$ cat config.mk
export PLATFORM = sky130hd
export DESIGN_NAME = key_angle_step_gen
export DESIGN_NICKNAME = d
export VERILOG_FILES = /design/src/rtl/key_step_pkg.sv /design/src/rtl/key_debounce.sv /design/src/rtl/key_angle_step_gen.sv
export SDC_FILE = /design/constraint.sdc
export NUM_CORES = 1
export LEC_CHECK = 0
export ABC_AREA = 1
export CAP_MARGIN = 20
export CORE_ASPECT_RATIO = 1.25
export CORE_MARGIN = 2
export CORE_UTILIZATION = 68
export CTS_BUF_LIST = sky130_fd_sc_hd__clkbuf_4 sky130_fd_sc_hd__clkbuf_8 sky130_fd_sc_hd__clkbuf_16
export CTS_CLUSTER_SIZE = 12
export DETAILED_ROUTE_END_ITERATION = 8
export PLACE_DENSITY = 0.86
export REMOVE_ABC_BUFFERS = 1
export SLEW_MARGIN = 20
export SYNTH_ARGS = -nofsm -noshare
export SYNTH_HDL_FRONTEND = slang
export SYNTH_SLANG_ARGS = --single-unit
$ cat constraint.sdc
create_clock -name clk -period 4.6 [get_ports clk]
set_input_delay 0.92 -clock clk [delete_from_list [all_inputs] [get_ports clk]]
set_output_delay 0.92 -clock clk [all_outputs]
set_load 0.03 [all_outputs]
$ cat src/rtl/key_step_pkg.sv
// Shared types and helpers for the rotate-key step generator.
package key_step_pkg;

  typedef enum logic [1:0] {IDLE, DELAY, REPEAT, LOCK} state_t;

  localparam int DEF_DEBOUNCE_CYC     = 500000;
  localparam int DEF_REPEAT_DELAY_CYC = 25000000;
  localparam int DEF_SLOW_RATE_CYC    = 5000000;
  localparam int DEF_FAST_RATE_CYC    = 500000;
  localparam int DEF_FAST_AFTER       = 8;

  // Bits needed to hold values 0..max_val.
  function automatic int cnt_width(input int max_val);
    return (max_val < 1) ? 1 : $clog2(max_val + 1);
  endfunction

  function automatic int max_int(input int a, input int b);
    return (a > b) ? a : b;
  endfunction

endpackage

$ cat src/rtl/key_debounce.sv
// Two-flop synchroniser plus stability counter for one active-low key.
module key_debounce
  import key_step_pkg::*;
#(
  parameter int DEBOUNCE_CYC = DEF_DEBOUNCE_CYC
) (
  input  logic clk,
  input  logic rst_n,
  input  logic key_n,
  output logic pressed
);

  localparam int CW = cnt_width(DEBOUNCE_CYC);
  localparam logic [CW-1:0] LAST = CW'(DEBOUNCE_CYC - 1);

  logic          sync1_n;
  logic          sync2_n;
  logic          level_n;
  logic [CW-1:0] cnt;

  // The debounced level only follows the synced level after it has disagreed
  // for DEBOUNCE_CYC consecutive cycles; any agreement restarts the count.
  always_ff @(posedge clk or negedge rst_n) begin
    if (!rst_n) begin
      sync1_n <= 1'b1;
      sync2_n <= 1'b1;
      level_n <= 1'b1;
      cnt     <= '0;
    end else begin
      sync1_n <= key_n;
      sync2_n <= sync1_n;
      if (sync2_n == level_n) begin
        cnt <= '0;
      end else if (cnt == LAST) begin
        level_n <= sync2_n;
        cnt     <= '0;
      end else begin
        cnt <= cnt + 1'b1;
      end
    end
  end

  assign pressed = ~level_n;

endmodule

$ cat src/rtl/key_angle_step_gen.sv
// Debounced inc/dec keys to single-cycle step pulses with delayed slow/fast auto-repeat.
module key_angle_step_gen
  import key_step_pkg::*;
#(
  parameter int DEBOUNCE_CYC     = DEF_DEBOUNCE_CYC,
  parameter int REPEAT_DELAY_CYC = DEF_REPEAT_DELAY_CYC,
  parameter int SLOW_RATE_CYC    = DEF_SLOW_RATE_CYC,
  parameter int FAST_RATE_CYC    = DEF_FAST_RATE_CYC,
  parameter int FAST_AFTER       = DEF_FAST_AFTER
) (
  input  logic clk,
  input  logic rst_n,
  input  logic key_inc_n,
  input  logic key_dec_n,
  output logic inc,
  output logic dec,
  output logic repeating
);

  if (DEBOUNCE_CYC < 1 || REPEAT_DELAY_CYC < 1 || SLOW_RATE_CYC < 1 ||
      FAST_RATE_CYC < 1 || FAST_AFTER < 1) begin : g_bad_param
    $error("key_angle_step_gen: all cycle-count parameters must be >= 1");
  end

  localparam int TW = cnt_width(max_int(REPEAT_DELAY_CYC, max_int(SLOW_RATE_CYC, FAST_RATE_CYC)));
  localparam int RW = cnt_width(FAST_AFTER + 1);

  localparam logic [TW-1:0] DELAY_LAST = TW'(REPEAT_DELAY_CYC - 1);
  localparam logic [TW-1:0] SLOW_LAST  = TW'(SLOW_RATE_CYC - 1);
  localparam logic [TW-1:0] FAST_LAST  = TW'(FAST_RATE_CYC - 1);
  localparam logic [RW-1:0] SLOW_LIMIT = RW'(FAST_AFTER);
  localparam logic [RW-1:0] REP_SAT    = RW'(FAST_AFTER + 1);

  logic          inc_p;
  logic          dec_p;
  state_t        state;
  logic          active_dec;
  logic [TW-1:0] tmr;
  logic [RW-1:0] rep_cnt;
  logic          own_p;
  logic          other_p;
  logic [TW-1:0] period_last;

  key_debounce #(.DEBOUNCE_CYC(DEBOUNCE_CYC)) u_db_inc (
    .clk     (clk),
    .rst_n   (rst_n),
    .key_n   (key_inc_n),
    .pressed (inc_p)
  );

  key_debounce #(.DEBOUNCE_CYC(DEBOUNCE_CYC)) u_db_dec (
    .clk     (clk),
    .rst_n   (rst_n),
    .key_n   (key_dec_n),
    .pressed (dec_p)
  );

  // rep_cnt counts the delay-expiry pulse as repeat 1, so intervals that start
  // at repeats 1..FAST_AFTER run slow and every later interval runs fast.
  always_comb begin
    own_p       = active_dec ? dec_p : inc_p;
    other_p     = active_dec ? inc_p : dec_p;
    period_last = (rep_cnt <= SLOW_LIMIT) ? SLOW_LAST : FAST_LAST;
  end

  always_ff @(posedge clk or negedge rst_n) begin
    if (!rst_n) begin
      state      <= IDLE;
      active_dec <= 1'b0;
      tmr        <= '0;
      rep_cnt    <= '0;
      inc        <= 1'b0;
      dec        <= 1'b0;
      repeating  <= 1'b0;
    end else begin
      inc <= 1'b0;
      dec <= 1'b0;
      case (state)
        IDLE: begin
          repeating <= 1'b0;
          if (inc_p && dec_p) begin
            state <= LOCK;
          end else if (inc_p || dec_p) begin
            active_dec <= dec_p;
            inc        <= inc_p;
            dec        <= dec_p;
            tmr        <= '0;
            rep_cnt    <= '0;
            state      <= DELAY;
          end
        end
        DELAY: begin
          if (other_p) begin
            state <= LOCK;
          end else if (!own_p) begin
            state <= IDLE;
          end else if (tmr == DELAY_LAST) begin
            inc       <= ~active_dec;
            dec       <= active_dec;
            tmr       <= '0;
            rep_cnt   <= RW'(1);
            repeating <= 1'b1;
            state     <= REPEAT;
          end else begin
            tmr <= tmr + 1'b1;
          end
        end
        REPEAT: begin
          if (other_p) begin
            repeating <= 1'b0;
            state     <= LOCK;
          end else if (!own_p) begin
            repeating <= 1'b0;
            state     <= IDLE;
          end else if (tmr == period_last) begin
            inc <= ~active_dec;
            dec <= active_dec;
            tmr <= '0;
            if (rep_cnt != REP_SAT) rep_cnt <= rep_cnt + 1'b1;
          end else begin
            tmr <= tmr + 1'b1;
          end
        end
        LOCK: begin
          repeating <= 1'b0;
          if (!inc_p && !dec_p) state <= IDLE;
        end
        default: state <= IDLE;
      endcase
    end
  end

endmodule

==> results of run 1 <==
[layout make-up]
cell class | instances | area, sq um | share of cell area (%)
inverter | 78 | 293 | 5.91
tap | 87 | 109 | 2.20
timing repair buffer | 6 | 57.6 | 1.16
clock inverter | 5 | 35.0 | 0.707
clock buffer | 11 | 139 | 2.80
multi-input combinational | 444 | 2340 | 47.2
sequential | 79 | 1980 | 40.0
[power groups by stage]
stage	Clock (mW)	Combinational (mW)	Sequential, mW
after floorplan	0	0.0133	0.720
after global placement	0	0.0318	0.721
after detailed placement	0	0.0327	0.721
after CTS	0.482	0.0328	0.707
after global routing	0.503	0.0382	0.709
final	0.469	0.0318	0.708
[flip-flops by register name, summed over array words and instances, names as in the netlist]
name and count:
state 2, active_dec 1, u_db_dec.level_n 1, u_db_inc.sync2_n 1
u_db_inc.sync1_n 1, u_db_dec.cnt 19, dec 1, u_db_inc.level_n 1
rep_cnt 4, u_db_inc.cnt 19, inc 1, u_db_dec.sync2_n 1
repeating 1, u_db_dec.sync1_n 1, tmr 25
[logic make-up (layout without fill, tap and decap cells)]
kind of cell	after synthesis	after routing	share of synthesized area, %
muxes	1	1	0.240
adders and majority gates	16	16	4.27
buffers and inverters	88	100	7.89
AOI/OAI and AO/OA	67	67	8.18
and+or+nand+nor	332	332	31.9
DFF	79	79	42.3
xor gates and xnor gates	28	28	5.23
[Yosys cell counts, types with 2 or more instances]
| library cell | number |
|---|---|
| o21ai_0 | 24 |
| nand2_2 | 5 |
| nor4_1 | 4 |
| buf_6 | 4 |
| buf_2 | 2 |
| nand4_1 | 23 |
| nor3b_1 | 4 |
| nand3_2 | 2 |
| a211oi_1 | 4 |
| buf_4 | 2 |
| dfstp_2 | 6 |
| nor2_1 | 99 |
| ha_1 | 16 |
| a21oi_1 | 28 |
| a31oi_1 | 2 |
| nor2_2 | 4 |
| xnor2_1 | 3 |
| xor2_1 | 25 |
| dfrtp_1 | 73 |
| nand3_1 | 39 |
| nor3_2 | 7 |
| inv_2 | 6 |
| o21ai_2 | 2 |
| nand2_1 | 128 |
| nor3_1 | 12 |
| inv_1 | 72 |
[metal layers]
layer  global-route usage [%]  part of all wire, %  up-vias  routed length, um
met5                        0                    0        -                  0
met4                     15.4                  4.0        0                407
met3                     4.48                  3.8       37                386
met2                     49.1                   50      118               5070
met1                     33.9                   42     1898               4220
li1                         -                    -     1988                  -
[how the worst min path moves through the flow]
stage                       end  slack [ns]  cells after the start
2_1_floorplan  u_db_dec.sync2_n        0.35                      0
3_3_place_gp   u_db_dec.sync2_n        0.35                      0
3_5_place_dp   u_db_dec.sync2_n        0.35                      0
4_1_cts        u_db_dec.sync2_n        0.36                      0
5_1_grt        u_db_dec.sync2_n        0.37                      0
6_report       u_db_dec.sync2_n        0.36                      0
[layout by cell type, fill, tap and decap left out, types with 2 or more instances in the layout]
cell | netlist | routed
a31oi_1 | 2 | 2
nand3_2 | 2 | 2
o21ai_0 | 24 | 24
clkdlybuf4s50_1 | 0 | 5
o21ai_2 | 2 | 2
nand3_1 | 39 | 39
a211oi_1 | 4 | 4
nand2_2 | 5 | 5
clkinv_4 | 0 | 2
nand4_1 | 23 | 23
clkbuf_8 | 0 | 9
dfstp_2 | 6 | 6
dfrtp_1 | 73 | 73
xor2_1 | 25 | 25
nor4_1 | 4 | 4
a21oi_1 | 28 | 28
nand2_1 | 128 | 128
clkinv_2 | 0 | 2
nor2_2 | 4 | 4
nor3_1 | 12 | 12
inv_2 | 6 | 6
ha_1 | 16 | 16
clkbuf_4 | 0 | 2
xnor2_1 | 3 | 3
nor3b_1 | 4 | 4
inv_1 | 72 | 72
nor2_1 | 99 | 99
nor3_2 | 7 | 7
[stage by stage]
step	util, %	power, mW	std cells
3_5_place_dp	72.4	0.754	694
4_1_cts	75.0	1.22	710
2_1_floorplan	-	0.733	601
3_3_place_gp	72.4	0.752	694
6_report	75.0	1.21	710
5_1_grt	75.0	1.25	710
==> impl_metrics.yaml, run 1 <==
place:
  postPlaceCellArea_sq_um: 4780
  gp_congestion: 0.999
  port_buffers: 6
  dp_hpwl_um: 7160
  dp_slack_ns: 2.38
pwr:
  pwr-share-comb_pct: 2.6
  ir_worst_vdd_mv: 0.232
  powerDensity_nw_per_um2: 244
  clkPwrFrac_pct: 38.8
  p_seq_share_pct: 58.6
  p_int_mw: 0.917
  swShare_pct: 24.1
  leakage_nw: 2.13
  p_switching_mw: 0.291
synth:
  syn_avg_cell_area_sq_um: 7.68
  synth_top_cell_area_share_pct: 38.9
  yosysTopAreaCell: "dfrtp_1"
  synthTopCellsByArea: "dfrtp_1 39%, nand2_1 10%, nor2_1 7.9%"
  yosysSeqAreaShare_pct: 42.3
  syn_area_sq_um: 4690
  synth_seq_cells: 79
  async_flop_share_pct: 100
  synth_enable_flop_cells: 0
  synthCells: 611
  ys.flop_type: "dfrtp_1"
  yosysWarningCount: 0
  synth_cell_types: 41
detailed_routing:
  ant_nets: 0
  remaining_drc_errors: 0
  wl_um: 10100
  drtPass1Iterations: 5
  drt_iter0_drc: 274
  num_vias: 4041
  wl_per_cell_um: 14.2
  via_per_inst: 5.69
sta:
  finalSetupTns_ns: 0
  hold_viol: 0
  min_period_ns: 2.32
  worstMarginPinSlew_ns: 0.976
  fin_worst_skew_ns: 0.00800
  finalMaxSlewViolations: 0
  final.setup.worst_slack_ns: 2.28
  min_period_over_period_pct: 50.4
  finalSetupViolCount: 0
  worst_hold_slack_ns: 0.359
  slew_headroom_pct: 34.9
  rsz0062_at_grt: "false"
  max_freq_mhz: 432
critical_path:
  ff2ff_setup_slack_ns: 2.30
  required_ns: 3.68
  cp_slowest_cell: "clkdlybuf4s50_1"
  critPathLaunchType: "flip-flop"
  crit_path_end: "repeating"
  cp.buffers_inverters: 1
  path_cells: "clkdlybuf4s50_1"
  crit_path_end_kind: "output pin"
  startpoint: "repeating"
  critPathTopFamily: "buffers and inverters"
  crit_cells: 1
  cpPeakStageDelay_ns: 0.67
  critPathMaxFanout: 2
  crit_type: "flip-flop to output pin"
  reg2reg_depth: 10
  critPathArrivalTime_ns: 1.40
  rr_startpoint: "state[0]"
  r2r-end: "tmr[22]"
clock_tree:
  path_clk_slew_ns: 0.08
  cts_setup_buffers: 0
  ctsHoldBuffers: 0
  htreeDepth: 3
  cts.path.max_buffers: 2
  cts_resized: 0
  root_buffer: "clkbuf_8"
  cts_sinks: 79
  cts_buffers: 9
  tritoncts: "done"
  clock_latency_ns: 0.36
hold_path:
  hold_start: "u_db_dec.sync1_n"
  min_path_type: "flip-flop to flip-flop"
global_route:
  track_usage_pct: 28.5
  grt_pass1_wl_um: 17500
  antenna_found_initial: 0
  grt_max_degree: 80
  gr-total-overflow: 0
  grt_pass1_vias: 4031
final_layout:
  fin_area_sq_um: 4960
  antenna_cells: 0
  drive_gt1_share_pct: 8.83
  fillers: 499
  layout.nets: 638
  syn2layout_area_growth_pct: 5.60
floorplanning:
  initial_core_util_pct: 71.0
  core_area_sq_um: 6610
  dieHeight_um: 96.9
  die_area_sq_um: 7590
  fp.dieW_um: 78.3
  boundaryPins: 7
  fp-row-count: 33
run:
  max_cap_viol_count: 0
status:
  status: "finished clean"
(Power assumes the default switching activity.)
==> inputs of run 2 (changes only) <==
--- a/config.mk
+++ b/config.mk
@@ -9,11 +9,11 @@
 export CAP_MARGIN = 20
 export CORE_ASPECT_RATIO = 1.25
 export CORE_MARGIN = 2
-export CORE_UTILIZATION = 68
+export CORE_UTILIZATION = 63
 export CTS_BUF_LIST = sky130_fd_sc_hd__clkbuf_4 sky130_fd_sc_hd__clkbuf_8 sky130_fd_sc_hd__clkbuf_16
 export CTS_CLUSTER_SIZE = 12
 export DETAILED_ROUTE_END_ITERATION = 8
-export PLACE_DENSITY = 0.86
+export PLACE_DENSITY = 0.8
 export REMOVE_ABC_BUFFERS = 1
 export SLEW_MARGIN = 20
 export SYNTH_ARGS = -nofsm -noshare
==> constraint.sdc (replaced) <==
create_clock -name clk -period 2.2 [get_ports clk]
set_input_delay 0.44 -clock clk [delete_from_list [all_inputs] [get_ports clk]]
set_output_delay 0.44 -clock clk [all_outputs]
set_load 0.03 [all_outputs]
==> impl_metrics.yaml, run 2 (synthesized netlist as in run 1, its figures left out) <==
status:
  status: "finished clean"
final_layout:
  layout.nets: 645
  top_register: "tmr"
  multi_input_area_sq_um: 2340
  ff_latch_area_sq_um: 1980
  syn2layout_area_growth_pct: 7.54
  antenna_cells: 0
  fillers: 617
  fin_area_sq_um: 5050
  mostFrequentLayoutCells: "128 x nand2_1, 99 x nor2_1, 73 x dfrtp_1, 72 x inv_1, 39 x nand3_1"
  drive_gt1_share_pct: 9.84
  final_common_cell: "nand2_1"
  top_regs: "tmr: 25 flops, u_db_dec.cnt: 19 flops, u_db_inc.cnt: 19 flops"
  largest_register_ffs: 25
  postLayoutCoreUtil_pct: 69.0
place:
  postPlaceCellArea_sq_um: 4870
  port_buffers: 6
  gp_congestion: 0.966
  dp_slack_ns: 0.0967
  dp_hpwl_um: 7320
sta:
  slew_headroom_pct: 60.3
  hold_viol: 0
  max_freq_mhz: 494
  final.setup.worst_slack_ns: 0.175
  rsz0062_at_grt: "false"
  worstMarginPinSlew_ns: 0.595
  finalMaxSlewViolations: 0
  fin_worst_skew_ns: 0.0125
  min_period_ns: 2.02
  min_period_over_period_pct: 92.0
  finalSetupTns_ns: 0
  finalSetupViolCount: 0
critical_path:
  rr_startpoint: "u_db_dec.level_n"
  required_ns: 2.43
  startpoint: "u_db_dec.level_n"
  crit_type: "flip-flop to flip-flop"
  crit_path_end_kind: "flip-flop"
  critPathArrivalTime_ns: 2.26
  critPathLaunchType: "flip-flop"
  critPathMaxFanout: 21
run:
  max_cap_viol_count: 0
clock_tree:
  cts.path.max_buffers: 2
  root_buffer: "clkbuf_8"
  clock_latency_ns: 0.36
  cts_sinks: 79
  tritoncts: "done"
  path_clk_slew_ns: 0.09
  htreeDepth: 3
  cts_buffers: 9
detailed_routing:
  wl_per_cell_um: 13.8
  wl_met1_um: 4350
  routed-wl-met3_um: 346
  top_layer: "met4"
  num_vias: 4003
  wl_met2_um: 4920
  drt_iter0_drc: 249
  ant_nets: 0
  drtPass1Iterations: 5
  wl_um: 9930
  remaining_drc_errors: 0
  via_per_inst: 5.54
global_route:
  gr-total-overflow: 0
  grt_max_degree: 47
  track_usage_pct: 26.8
  antenna_found_initial: 0
  grt_pass1_vias: 3882
  grt_pass1_wl_um: 17000
pwr:
  pwr-share-comb_pct: 3.0
  powerDensity_nw_per_um2: 508
  p_switching_mw: 0.621
  p_int_mw: 1.94
  p_seq_share_pct: 57.6
  ir_worst_vdd_mv: 0.526
  leakage_nw: 2.17
  p_total_mw: 2.56
  swShare_pct: 24.2
  clkPwrFrac_pct: 39.4
hold_path:
  min_path_type: "input port to asynchronous set/reset pin"
floorplanning:
  core_area_sq_um: 7310
  boundaryPins: 7
  fp.dieW_um: 81.2
  initial_core_util_pct: 64.2
  die_area_sq_um: 8160
  fp-row-count: 35
  dieHeight_um: 101
## run 2: power groups by stage
stage | Sequential (mW) | Clock (mW) | Combinational [mW]
after floorplan | 1.50 | 0 | 0.0279
after global placement | 1.51 | 0 | 0.0766
after detailed placement | 1.51 | 0 | 0.0797
after CTS | 1.48 | 1.02 | 0.0799
after global routing | 1.48 | 1.08 | 0.0904
final | 1.48 | 1.01 | 0.0771
## run 2: area by class of cell
cell class	instances	area share, %
tap	92	2.28
multi-input combinational	444	46.3
timing repair buffer	13	2.68
clock inverter	5	0.669
inverter	78	5.85
clock buffer	11	2.88
sequential	79	39.3
## run 2: what timing repair did
| item | CTS | global route |
|---|---|---|
| setup endpoints to repair | 0 | 4 |
| endpoints found under the hold margin | 0 | 0 |
| hold buffers | 0 | 0 |
| setup buffers | 0 | 0 |
| resized for setup | 0 | 2 |
## run 2: path summary, 6_finish.rpt
check	slack [ns]	depth (start not counted)	endpoint
min in group clk	0.36	0	u_db_dec.sync2_n
hold / removal	0.08	1	tmr[19]
setup reg to reg	0.18	10	tmr[5]
setup / recovery	0.18	10	tmr[5]
hold reg to reg	0.36	0	u_db_dec.sync2_n
max in group asynchronous	1.47	2	u_db_inc.sync2_n
## run 2: critical path, cell delays in order, from the launching register on
cell	delay [ns]
dfstp_2	0.61
inv_2	0.09
ha_1	0.18
nand2_1	0.08
nand2_1	0.06
a21oi_1	0.14
nand2_2	0.11
inv_4	0.18
nand2_1	0.13
o21ai_0	0.24
nor2_1	0.08
## run 2: through the flow
stage	cells	hold WS, ns
5_1_grt	722	0.126
6_report	722	0.0772
4_1_cts	722	0.0952
3_3_place_gp	706	0.348
2_1_floorplan	601	0.144
3_5_place_dp	706	0.349
## run 2: routing by layer
metal | vias to the layer above | track usage (%)
met4 | 0 | 13.2
met3 | 27 | 4.03
li1 | 2000 | -
met5 | - | 0
met2 | 103 | 44.1
met1 | 1873 | 34.3
==> inputs of run 3 (changes only) <==
==> constraint.sdc (replaced) <==
create_clock -name clk -period 2 [get_ports clk]
set_input_delay 0.4 -clock clk [delete_from_list [all_inputs] [get_ports clk]]
set_output_delay 0.4 -clock clk [all_outputs]
set_load 0.03 [all_outputs]
==> impl_metrics.yaml, run 3 (synthesized netlist as in run 1, its figures left out) <==
pwr:
  leakage_nw: 2.30
  p_seq_share_pct: 55.7
  clkPwrFrac_pct: 41.0
  ir_worst_vdd_mv: 0.682
  p_switching_mw: 0.686
  swShare_pct: 23.5
  powerDensity_nw_per_um2: 554
  pwr-share-comb_pct: 3.3
  p_int_mw: 2.23
detailed_routing:
  wl_per_cell_um: 15.0
  drtPass1Iterations: 7
  via_per_inst: 5.61
  wl_um: 11100
  num_vias: 4144
  ant_nets: 0
  drt_iter0_drc: 224
  remaining_drc_errors: 0
critical_path:
  reg2reg_depth: 11
  critPathMaxFanout: 9
  crit_path_end: "tmr[19]"
  cp_slowest_cell: "dfrtp_1"
  crit_path_end_kind: "flip-flop"
  required_ns: 2.25
  crit_type: "flip-flop to flip-flop"
  cp.buffers_inverters: 2
  r2r-end: "tmr[19]"
  critPathLaunchType: "flip-flop"
  rr_startpoint: "rep_cnt[1]"
  path_cells: "inv_1 > ha_1 > nand2_1 > nand2_2 > o21ai_1 > nand3_2 > o21bai_4 > nand2_2 > a21oi_4 > buf_6 > nor2_1"
  ff2ff_setup_slack_ns: 0.08
  cpPeakStageDelay_ns: 0.40
  crit_cells: 11
  critPathTopFamily: "compound AO/OA/AOI/OAI gates"
  critPathArrivalTime_ns: 2.17
  cpMostUsedCell: "nand2_2"
  startpoint: "rep_cnt[1]"
sta:
  fin_worst_skew_ns: 0.0104
  slew_headroom_pct: 69.1
  max_freq_mhz: 521
  finalSetupTns_ns: 0
  worstMarginPinSlew_ns: 0.463
  finalMaxSlewViolations: 0
  min_period_over_period_pct: 95.9
  min_period_ns: 1.92
  rsz0062_at_grt: "true"
  hold_viol: 0
  finalSetupViolCount: 0
place:
  port_buffers: 6
  post-place-cells: 717
  postPlaceCellArea_sq_um: 4940
  dp_hpwl_um: 8040
  gp_congestion: 0.974
global_route:
  grt_pass1_vias: 4158
  grt_max_degree: 35
  grt_pass1_wl_um: 18200
  antenna_found_initial: 0
  track_usage_pct: 28.7
  gr-total-overflow: 0
clock_tree:
  cts_buffers: 9
  htreeDepth: 3
  root_buffer: "clkbuf_8"
  cts_sinks: 79
  tritoncts: "done"
  cts.path.max_buffers: 2
  clock_latency_ns: 0.36
  path_clk_slew_ns: 0.08
hold_path:
  min_path_type: "flip-flop to flip-flop"
final_layout:
  largest_register_ffs: 25
  final_common_cell: "nand2_1"
  antenna_cells: 0
  syn2layout_area_growth_pct: 12.1
  mostFrequentLayoutCells: "126 x nand2_1, 94 x nor2_1, 73 x dfrtp_1, 71 x inv_1, 37 x nand3_1"
  stdcell_count: 739
  drive_gt1_share_pct: 13.9
  fin_area_sq_um: 5260
  top_regs: "tmr: 25 flops, u_db_dec.cnt: 19 flops, u_db_inc.cnt: 19 flops"
  top_register: "tmr"
  layout.nets: 662
floorplanning:
  die_area_sq_um: 8160
  fp.dieW_um: 81.2
  boundaryPins: 7
  fp-row-count: 35
  dieHeight_um: 101
  initial_core_util_pct: 64.2
  core_area_sq_um: 7310
run:
  max_cap_viol_count: 0
status:
  status: "finished clean"
-- run 3: layout make-up --
type | count | area [sq um]
Sequential cell | 79 | 1980
Clock inverter | 6 | 61.3
Fill cell | 592 | 2050
Tap cell | 92 | 115
Clock buffer | 10 | 131
Inverter | 78 | 298
Multi-Input combinational cell | 444 | 2400
Timing Repair Buffer | 30 | 268
-- run 3: power by group through the flow --
stage / logic (mW) / registers (mW) / clock network, mW
2_1_floorplan: 0.0306 / 1.65 / 0
3_3_place_gp: 0.0930 / 1.65 / 0
3_5_place_dp: 0.0954 / 1.66 / 0
4_1_cts: 0.0976 / 1.62 / 1.21
5_1_grt: 0.110 / 1.63 / 1.27
6_report: 0.0959 / 1.63 / 1.20
-- run 3: how the worst min path moves through the flow --
stage | cells after the start | slack (ns) | end | startpoint
2_1_floorplan | 0 | 0.10 | active_dec | rst_n
3_3_place_gp | 0 | 0.35 | u_db_dec.sync2_n | u_db_dec.sync1_n
3_5_place_dp | 0 | 0.35 | u_db_dec.sync2_n | u_db_dec.sync1_n
4_1_cts | 0 | 0.36 | u_db_dec.sync2_n | u_db_dec.sync1_n
5_1_grt | 0 | 0.37 | u_db_dec.sync2_n | u_db_dec.sync1_n
6_report | 0 | 0.36 | u_db_dec.sync2_n | u_db_dec.sync1_n
-- run 3: routing by layer --
metal	global-route usage, %	vias up	part of all wire, %
li1	-	2039	-
met1	32.9	1945	40
met2	51.5	125	53
met3	4.21	35	3.4
met4	14.0	0	3.5
met5	0	-	0
-- run 3: through the flow --
step / total power [mW] / utilization (%) / worst slack, ns / hold slack, ns
floorplan: 1.69 / - / 0.0611 / 0.104
global placement: 1.75 / 67.5 / 0.0833 / 0.346
detailed placement: 1.75 / 67.5 / -0.00890 / 0.347
CTS: 2.94 / 70.3 / 0.0454 / 0.358
global route: 3.00 / 71.9 / -0.0392 / 0.368
finish: 2.92 / 71.9 / 0.0821 / 0.358
-- run 3: repair_timing --
action | in CTS | in global routing
pin swaps | 0 | 5
buffers inserted | 0 | 4
cloned | 0 | 1
resized for setup | 1 | 28
hold endpoints to repair | 10 | 0
setup endpoints to repair | 1 | 38
hold buffers | 1 | 0
-- run 3: worst reg2reg max path, stage by stage (launching register included) --
cell,delay [ns]
dfrtp_1,0.40
inv_1,0.08
ha_1,0.18
nand2_1,0.08
nand2_2,0.08
o21ai_1,0.16
nand3_2,0.13
o21bai_4,0.17
nand2_2,0.10
a21oi_4,0.22
buf_6,0.17
nor2_1,0.06
